File: src/rtl/dequantize_stream_if.sv
// Stream bundle for the int8 -> int32 dequantizer: int8 beats in, int32 beats out,
// plus the output-side frame position and the sticky framing error.
interface dequantize_stream_if #(
   parameter int IDX_W = 4
);
   logic                    in_valid;
   logic                    in_ready;
   logic signed [7:0]       in_data;
   logic                    in_last;
   logic                    out_valid;
   logic                    out_ready;
   logic signed [31:0]      out_data;
   logic                    out_last;
   logic [IDX_W-1:0]        out_idx;
   logic                    frame_err;

   modport slave (
      input  in_valid, in_data, in_last, out_ready,
      output in_ready, out_valid, out_data, out_last, out_idx, frame_err
   );

   modport master (
      output in_valid, in_data, in_last, out_ready,
      input  in_ready, out_valid, out_data, out_last, out_idx, frame_err
   );
endinterface

File: src/rtl/dequantize_stream.sv
// Three-stage int8 -> int32 dequantizer: subtract zero point, fixed-point multiply,
// round-half-up right shift with int32 saturation; output-side frame index tracking.
module dequantize_stream #(
   parameter int ZERO_POINT = 0,
   parameter int MULT_VAL   = 1,
   parameter int SHIFT_VAL  = 0,
   parameter int VEC_LEN    = 10,
   parameter int IDX_W      = 4
) (
   input  logic                clk,
   input  logic                rst,
   dequantize_stream_if.slave  io
);
   localparam int STAGES = 3;
   localparam logic signed [8:0]  ZP     = 9'(ZERO_POINT);
   localparam logic signed [47:0] MULT   = 48'(MULT_VAL);
   localparam int                 RND_SH = (SHIFT_VAL > 0) ? SHIFT_VAL - 1 : 0;
   localparam logic signed [48:0] RND    = (SHIFT_VAL > 0) ? (49'sd1 <<< RND_SH) : 49'sd0;
   localparam logic signed [48:0] MAX32  = 49'sd2147483647;
   localparam logic signed [48:0] MIN32  = -49'sd2147483648;
   localparam logic [IDX_W-1:0]   LAST_IDX = IDX_W'(VEC_LEN - 1);

   logic [STAGES:1]   vld_pipe;
   logic [STAGES:1]   last_pipe;
   logic              adv1, adv2, adv3;
   logic signed [8:0]  s1_d;
   logic signed [47:0] s2_p;
   logic signed [31:0] s3_r;
   logic signed [8:0]  d_in;
   logic signed [48:0] rnd_sum;
   logic signed [48:0] shifted;
   logic signed [31:0] sat;
   logic [IDX_W-1:0]   cnt;
   logic               err;
   logic               out_xfer;

   // Ready ripples back combinationally so a full pipe still moves every cycle.
   assign adv3        = !vld_pipe[3] || io.out_ready;
   assign adv2        = !vld_pipe[2] || adv3;
   assign adv1        = !vld_pipe[1] || adv2;
   assign io.in_ready = adv1;
   assign out_xfer    = vld_pipe[3] && io.out_ready;

   always_comb begin
      d_in    = $signed({io.in_data[7], io.in_data}) - ZP;
      rnd_sum = 49'(s2_p) + RND;
      shifted = rnd_sum >>> SHIFT_VAL;
      if (shifted > MAX32)
         sat = 32'sh7FFF_FFFF;
      else if (shifted < MIN32)
         sat = 32'sh8000_0000;
      else
         sat = shifted[31:0];
   end

   always_ff @(posedge clk or posedge rst) begin
      if (rst) begin
         vld_pipe  <= '0;
         last_pipe <= '0;
         s1_d      <= '0;
         s2_p      <= '0;
         s3_r      <= '0;
         cnt       <= '0;
         err       <= 1'b0;
      end else begin
         if (adv1) begin
            vld_pipe[1] <= io.in_valid;
            if (io.in_valid) begin
               s1_d         <= d_in;
               last_pipe[1] <= io.in_last;
            end
         end
         if (adv2) begin
            vld_pipe[2] <= vld_pipe[1];
            if (vld_pipe[1]) begin
               s2_p         <= 48'(s1_d) * MULT;
               last_pipe[2] <= last_pipe[1];
            end
         end
         if (adv3) begin
            vld_pipe[3] <= vld_pipe[2];
            if (vld_pipe[2]) begin
               s3_r         <= sat;
               last_pipe[3] <= last_pipe[2];
            end
         end
         // A short frame or an overlong one both flag the error; the index restarts either way.
         if (out_xfer) begin
            if (last_pipe[3]) begin
               cnt <= '0;
               if (cnt != LAST_IDX) err <= 1'b1;
            end else if (cnt == LAST_IDX) begin
               cnt <= '0;
               err <= 1'b1;
            end else begin
               cnt <= cnt + 1'b1;
            end
         end
      end
   end

   assign io.out_valid = vld_pipe[3];
   assign io.out_data  = s3_r;
   assign io.out_last  = last_pipe[3];
   assign io.out_idx   = cnt;
   assign io.frame_err = err;
endmodule

File: src/flat_wrapper.sv
// flat-port wrapper written by rule: the top's interface ports become plain ports
module dequantize_stream_flat 
#(
   parameter int ZERO_POINT = 0,
   parameter int MULT_VAL   = 1,
   parameter int SHIFT_VAL  = 0,
   parameter int VEC_LEN    = 10,
   parameter int IDX_W      = 4
)
  (clk, rst, io_in_valid, io_in_data, io_in_last, io_out_ready, io_in_ready, io_out_valid, io_out_data, io_out_last, io_out_idx, io_frame_err);
  dequantize_stream_if #(.IDX_W(IDX_W)) io_i ();
  input  logic clk;
  input  logic rst;
  input wire logic [$bits(io_i.in_valid)-1:0] io_in_valid;
  input wire logic [$bits(io_i.in_data)-1:0] io_in_data;
  input wire logic [$bits(io_i.in_last)-1:0] io_in_last;
  input wire logic [$bits(io_i.out_ready)-1:0] io_out_ready;
  output wire logic [$bits(io_i.in_ready)-1:0] io_in_ready;
  output wire logic [$bits(io_i.out_valid)-1:0] io_out_valid;
  output wire logic [$bits(io_i.out_data)-1:0] io_out_data;
  output wire logic [$bits(io_i.out_last)-1:0] io_out_last;
  output wire logic [$bits(io_i.out_idx)-1:0] io_out_idx;
  output wire logic [$bits(io_i.frame_err)-1:0] io_frame_err;
  assign io_i.in_valid = io_in_valid;
  assign io_i.in_data = io_in_data;
  assign io_i.in_last = io_in_last;
  assign io_i.out_ready = io_out_ready;
  assign io_in_ready = io_i.in_ready;
  assign io_out_valid = io_i.out_valid;
  assign io_out_data = io_i.out_data;
  assign io_out_last = io_i.out_last;
  assign io_out_idx = io_i.out_idx;
  assign io_frame_err = io_i.frame_err;
  dequantize_stream #(.ZERO_POINT(ZERO_POINT), .MULT_VAL(MULT_VAL), .SHIFT_VAL(SHIFT_VAL), .VEC_LEN(VEC_LEN), .IDX_W(IDX_W)) u_core (.clk(clk), .rst(rst), .io(io_i));
endmodule
File: config.mk
export PLATFORM = sky130hd
export DESIGN_NAME = dequantize_stream_flat
export DESIGN_NICKNAME = d
export VERILOG_FILES = /design/src/rtl/dequantize_stream_if.sv /design/src/rtl/dequantize_stream.sv /design/src/flat_wrapper.sv
export SDC_FILE = /design/constraint.sdc
export NUM_CORES = 1
export LEC_CHECK = 0
export CORE_ASPECT_RATIO = 1.75
export CORE_MARGIN = 2
export CORE_UTILIZATION = 41
export CTS_CLUSTER_DIAMETER = 50
export DETAILED_ROUTE_END_ITERATION = 10
export PLACE_DENSITY_LB_ADDON = 0.15
export SYNTH_ARGS = -nofsm -noshare
export SYNTH_HDL_FRONTEND = slang
export SYNTH_SLANG_ARGS = --single-unit
File: constraint.sdc
create_clock -name clk -period 1.5 [get_ports clk]
set_clock_uncertainty 0.05 [all_clocks]
set_input_delay 0.3 -clock clk [delete_from_list [all_inputs] [get_ports clk]]
set_output_delay 0.3 -clock clk [all_outputs]
set_load 0.01 [all_outputs]
* Word-level counts from Yosys, hierarchy flattened
Index checks and enable logic that the tools add are counted.
** Storage, ports and cells
- Bits in registers :: 59
- Logic and storage cells :: 36
- Latch bits :: 0
- Bits of input ports :: 13
- Output and inout port bits :: 40
- ROM bits :: 0
- RAM bits :: 0
- Memories kept :: 0
** Operators by class
- Add/sub/neg operators :: 1
- Divide/modulo/power cells :: 0
- Shift operators :: 0
- Reduce and logical (&&, ||, !) cells :: 12
- Multiply operators :: 0
- Muxes and demuxes :: 7
- Equality and inequality tests :: 3
- $lt $le $gt $ge :: 2
- Bitwise logic cells :: 0
** Operators with widths (count)
- 2-to-1 mux 32 bit :: 2
- > comparator 8 x 32 -> 1 bit, second input constant :: 1
- < comparator 8 x 32 -> 1 bit, second input constant :: 1
- 2-to-1 mux 4 bit :: 2
- AND reduction 2 bit :: 3
- adder 4 x 1 -> 4 bit, second input constant :: 1
- equality test 4 bit, second input constant :: 1
- inequality test 4 bit, second input constant :: 1
- zero test 1 bit :: 3
- logical OR 1 bit :: 3
- 2-to-1 mux 1 bit :: 3
- AND reduction 3 bit :: 1
- inequality test 2 bit, second input constant :: 1
- nonzero test 2 bit :: 1
- logical AND 1 bit :: 1

* Depth between registers and ports, before layout
- Word-level depth :: 5
- Gate-level depth with buffers :: 5

* Worst setup path before layout
Ideal clock, no wire load.
- Path type :: reg-to-reg
- Start point :: reg u_core.cnt[0] (netlist: u_core.io.out_idx[0])
- End point :: reg u_core.cnt[2] (netlist: u_core.io.out_idx[2])
- Cell stages (with the launch flop) :: 5
- Clock period less this slack :: 1.574 ns
- Path slack :: -0.074 ns
- Buffers on the path :: 0
- Data arrival time :: 1.448 ns
- Data required time :: 1.374 ns
- Library setup time :: 0.076 ns
- Cells stage by stage :: dfrtp_1 ha_1 and3b_4 or4b_1 o21ai_1
** On the way
- Cells in the longest elaborated chain, start to end :: 3
- Elaborated cells on any way between the ends :: 4
- Those cells by class :: add/sub (1); eq/ne (1); mux (2)
** Ends and longest elaborated chain
- from (decl) :: RTL line dequantize_stream.sv:33 : logic [IDX_W-1:0] cnt;
- from (signal assigned) :: RTL line dequantize_stream.sv:96 : cnt <= cnt + 1'b1;
- adder 4 x 1 -> 4 bit or equality test 4 bit (tied branches) :: RTL line dequantize_stream.sv:96, dequantize_stream.sv:92
- 2-to-1 mux 4 bit * :: RTL line dequantize_stream.sv:92 : end else if (cnt == LAST_IDX) begin
- 2-to-1 mux 4 bit * :: RTL line dequantize_stream.sv:89 : if (last_pipe[3]) begin
Every way passes the cells marked *; elsewhere a longest branch is shown, timed or not.
A chain may end at the register's enable or synchronous reset.

* Worst setup path in the final report
Ends and elaborated chain as after synthesis.

==> metrics.cfg <==
[grt]
overflow=0
grt_max_degree=37
antenna_found_initial=0
grt_pass1_wl_microns=4650
grt_pass1_vias=1027
track_usage_pct=14.12

[logic_synthesis]
synth.distinct_cells=24
syn_area_per_cell_sq_um=13.44
ys_ff_latch=36
synth_nets=134
synth_cells=119
yosys-top-cells-area=dfrtp_1 (56%), mux2_1 (17%), buf_4 (11%), mux2_2 (2.8%), nand2b_1 (2.0%)
synth_top_cell_by_area=dfrtp_1
yosysSeqAreaShare_pct=56.34
yosys_warnings=0
yosys.area.top_type_share_pct=56.34
mappedNetlistArea_sq_um=1599

[finish]
ff_latch_area_sq_um=903.4
fill_cells=319
multiInputGateArea_sq_um=528.0
area_delta_synth_final_pct=41.63
num-nets-final=185
antennaDiodeCount=0
drive_above_1_share_pct=20.00

[sta]
worst_pin_slew_ps=272.6
post-route-period-util_pct=97.64
drv_slew=0
whs_ps=312.6
layout_setup_ws_ps=35.45
slew_headroom_pct=81.59
setup_viol=0
setup_tns_ps=0
rsz0062_at_grt=true
hold_viol=0
period_needed_ps=1465
max_freq_ghz=0.6828

[placed_design]
hpwl_microns=1979
post-place-ws_ps=-320.0
gp_congestion=0.6569
io_buffers=52

[floorplan]
fp-row-count=30
fp.dieW_microns=51.21
dieArea_sq_um=4436
start_util_pct=42.18
io-pin-count=53
core_sq_um=3791
die_h_microns=86.62

[pwr]
total_power_w=0.003458
powerDensity_nw_per_um2=1527
power_leakage_nw=1.022
peakVddDrop_v=0.001110

[worst_setup_path]
critPathMaxFanout=2
arrival_ps=1620
path_class=register to register
startpoint_type=register
critPathCaptureType=register
cp.required_ps=1660

[clocking]
cts_sinks=36
cts_buffers=5
clk_latency_ps=280
htreeDepth=2
clockBufferDepth=2
clk_pin_slew_ps=70
cts_root_buffer=clkbuf_8
cts_tree=built

[routing]
wl_per_cell_microns=13.07
wl_microns=2849
drtAntennaViolNets=0
vias=1044
avgViaCountPerCell=4.789
drtIter0Drc=8
dr.pass1.iters=4
drc=0

[run_status]
status=finished, final reports clean

[hold_path]
hp-class=input pin to asynchronous set/reset pin

[job]
max_cap_viol_count=0

## path summary, 6_finish.rpt
check,cells after the start,start,to,slack (ps)
max,4,u_core.io.out_idx[0]$_DFFE_PP0P_,u_core.io.out_idx[2]$_DFFE_PP0P_,40
min,3,rst,u_core.io.out_data[31]$_DFFE_PP0P_,310
max reg2reg,4,u_core.io.out_idx[0]$_DFFE_PP0P_,u_core.io.out_idx[2]$_DFFE_PP0P_,40
min in group clk,4,io_out_ready,u_core.vld_pipe[3]$_DFFE_PP0P_,390
max in group asynchronous,3,rst,u_core.io.out_idx[0]$_DFFE_PP0P_,890
min reg2reg,1,u_core.io.frame_err$_DFFE_PP0P_,u_core.io.frame_err$_DFFE_PP0P_,420
## routing by layer
metal	vias to the layer above	GRT usage (%)	share of wire [%]
met1	508	16.34	39
met3	5	3.448	8.2
li1	484	-	-
met4	0	6.459	2.0
met5	-	0	0
met2	47	24.20	51
## worst max-delay path: stages, from the launching register on
cell and delay (ps):
dfrtp_2 400, ha_2 190, and3b_4 170, or4b_1 460, o21ai_1 120
## cells in the mapped netlist
cell	n
nand2_2	1
and3b_4	1
nor4_1	1
nand2_1	5
o21ai_0	1
or4_1	1
nand4b_1	2
xnor2_1	1
o21bai_1	1
buf_4	23
ha_1	2
inv_1	2
nand3_1	2
mux2_2	4
clkbuf_1	1
nand3b_1	1
dfrtp_1	36
o21ai_1	1
nand2b_1	5
or4b_1	1
a21o_1	1
mux2_1	24
o41ai_1	1
nor2_1	1
## through the flow
step	utilization [%]	instances	cell area, sq um
floorplan	-	119	1603
finish	59.74	218	2265
detailed placement	56.44	206	2140
CTS	58.09	217	2202
global placement	56.44	206	2140
global route	59.74	218	2265
## power by group
group	leakage (nW)	switching, W	internal, W
Combinational	0.563	0.000639	0.000830
Sequential	0.419	0.000127	0.00123
Clock	0.0410	0.000317	0.000315
## cell families after synthesis
logic type	count (synthesis)	share of synthesized area, %
AOI/OAI and AO/OA	5	2.113
and+or+nand+nor	21	8.217
buffers and inverters	26	11.50
adders and majority gates	2	1.565
muxes	28	19.72
DFF	36	56.34
xor gates and xnor gates	1	0.5478
## what timing repair did
action,in CTS,in global routing
hold buffers,0,0
hold endpoints to repair,0,0
gates cloned,0,1
resized for setup,46,27
pin swaps,1,2
buffers inserted,4,0
setup endpoints to repair,58,48
## state kept, by name (all words and copies together), names as in the netlist
register	cells
u_core.vld_pipe	3
u_core.s1_d	8
u_core.last_pipe	3
u_core.s2_p	8
u_core.io.out_data	9
u_core.io.out_idx	4
u_core.io.frame_err	1
## cells in the final DEF (no fill, tap or decap), types with 2 or more instances in the layout
| cell | Yosys | layout |
|---|---|---|
| buf_12 | 0 | 4 |
| buf_4 | 23 | 11 |
| clkbuf_8 | 0 | 5 |
| clkdlybuf4s15_1 | 0 | 25 |
| clkdlybuf4s50_1 | 0 | 11 |
| dfrtp_1 | 36 | 34 |
| dfrtp_2 | 0 | 2 |
| dlygate4sd2_1 | 0 | 14 |
| inv_1 | 2 | 2 |
| mux2_1 | 24 | 23 |
| mux2_2 | 4 | 4 |
| nand2_1 | 5 | 4 |
| nand2b_1 | 5 | 5 |
| nand3_1 | 2 | 2 |
| nand4b_1 | 2 | 2 |
## area by class of cell
type,count,area share (%)
Multi-Input combinational cell,57,23.31
Clock buffer,6,3.204
Clock inverter,1,0.2210
Tap cell,48,2.652
Timing Repair Buffer,68,30.39
Sequential cell,36,39.89
Inverter,2,0.3315
(Power assumes the default switching activity.)
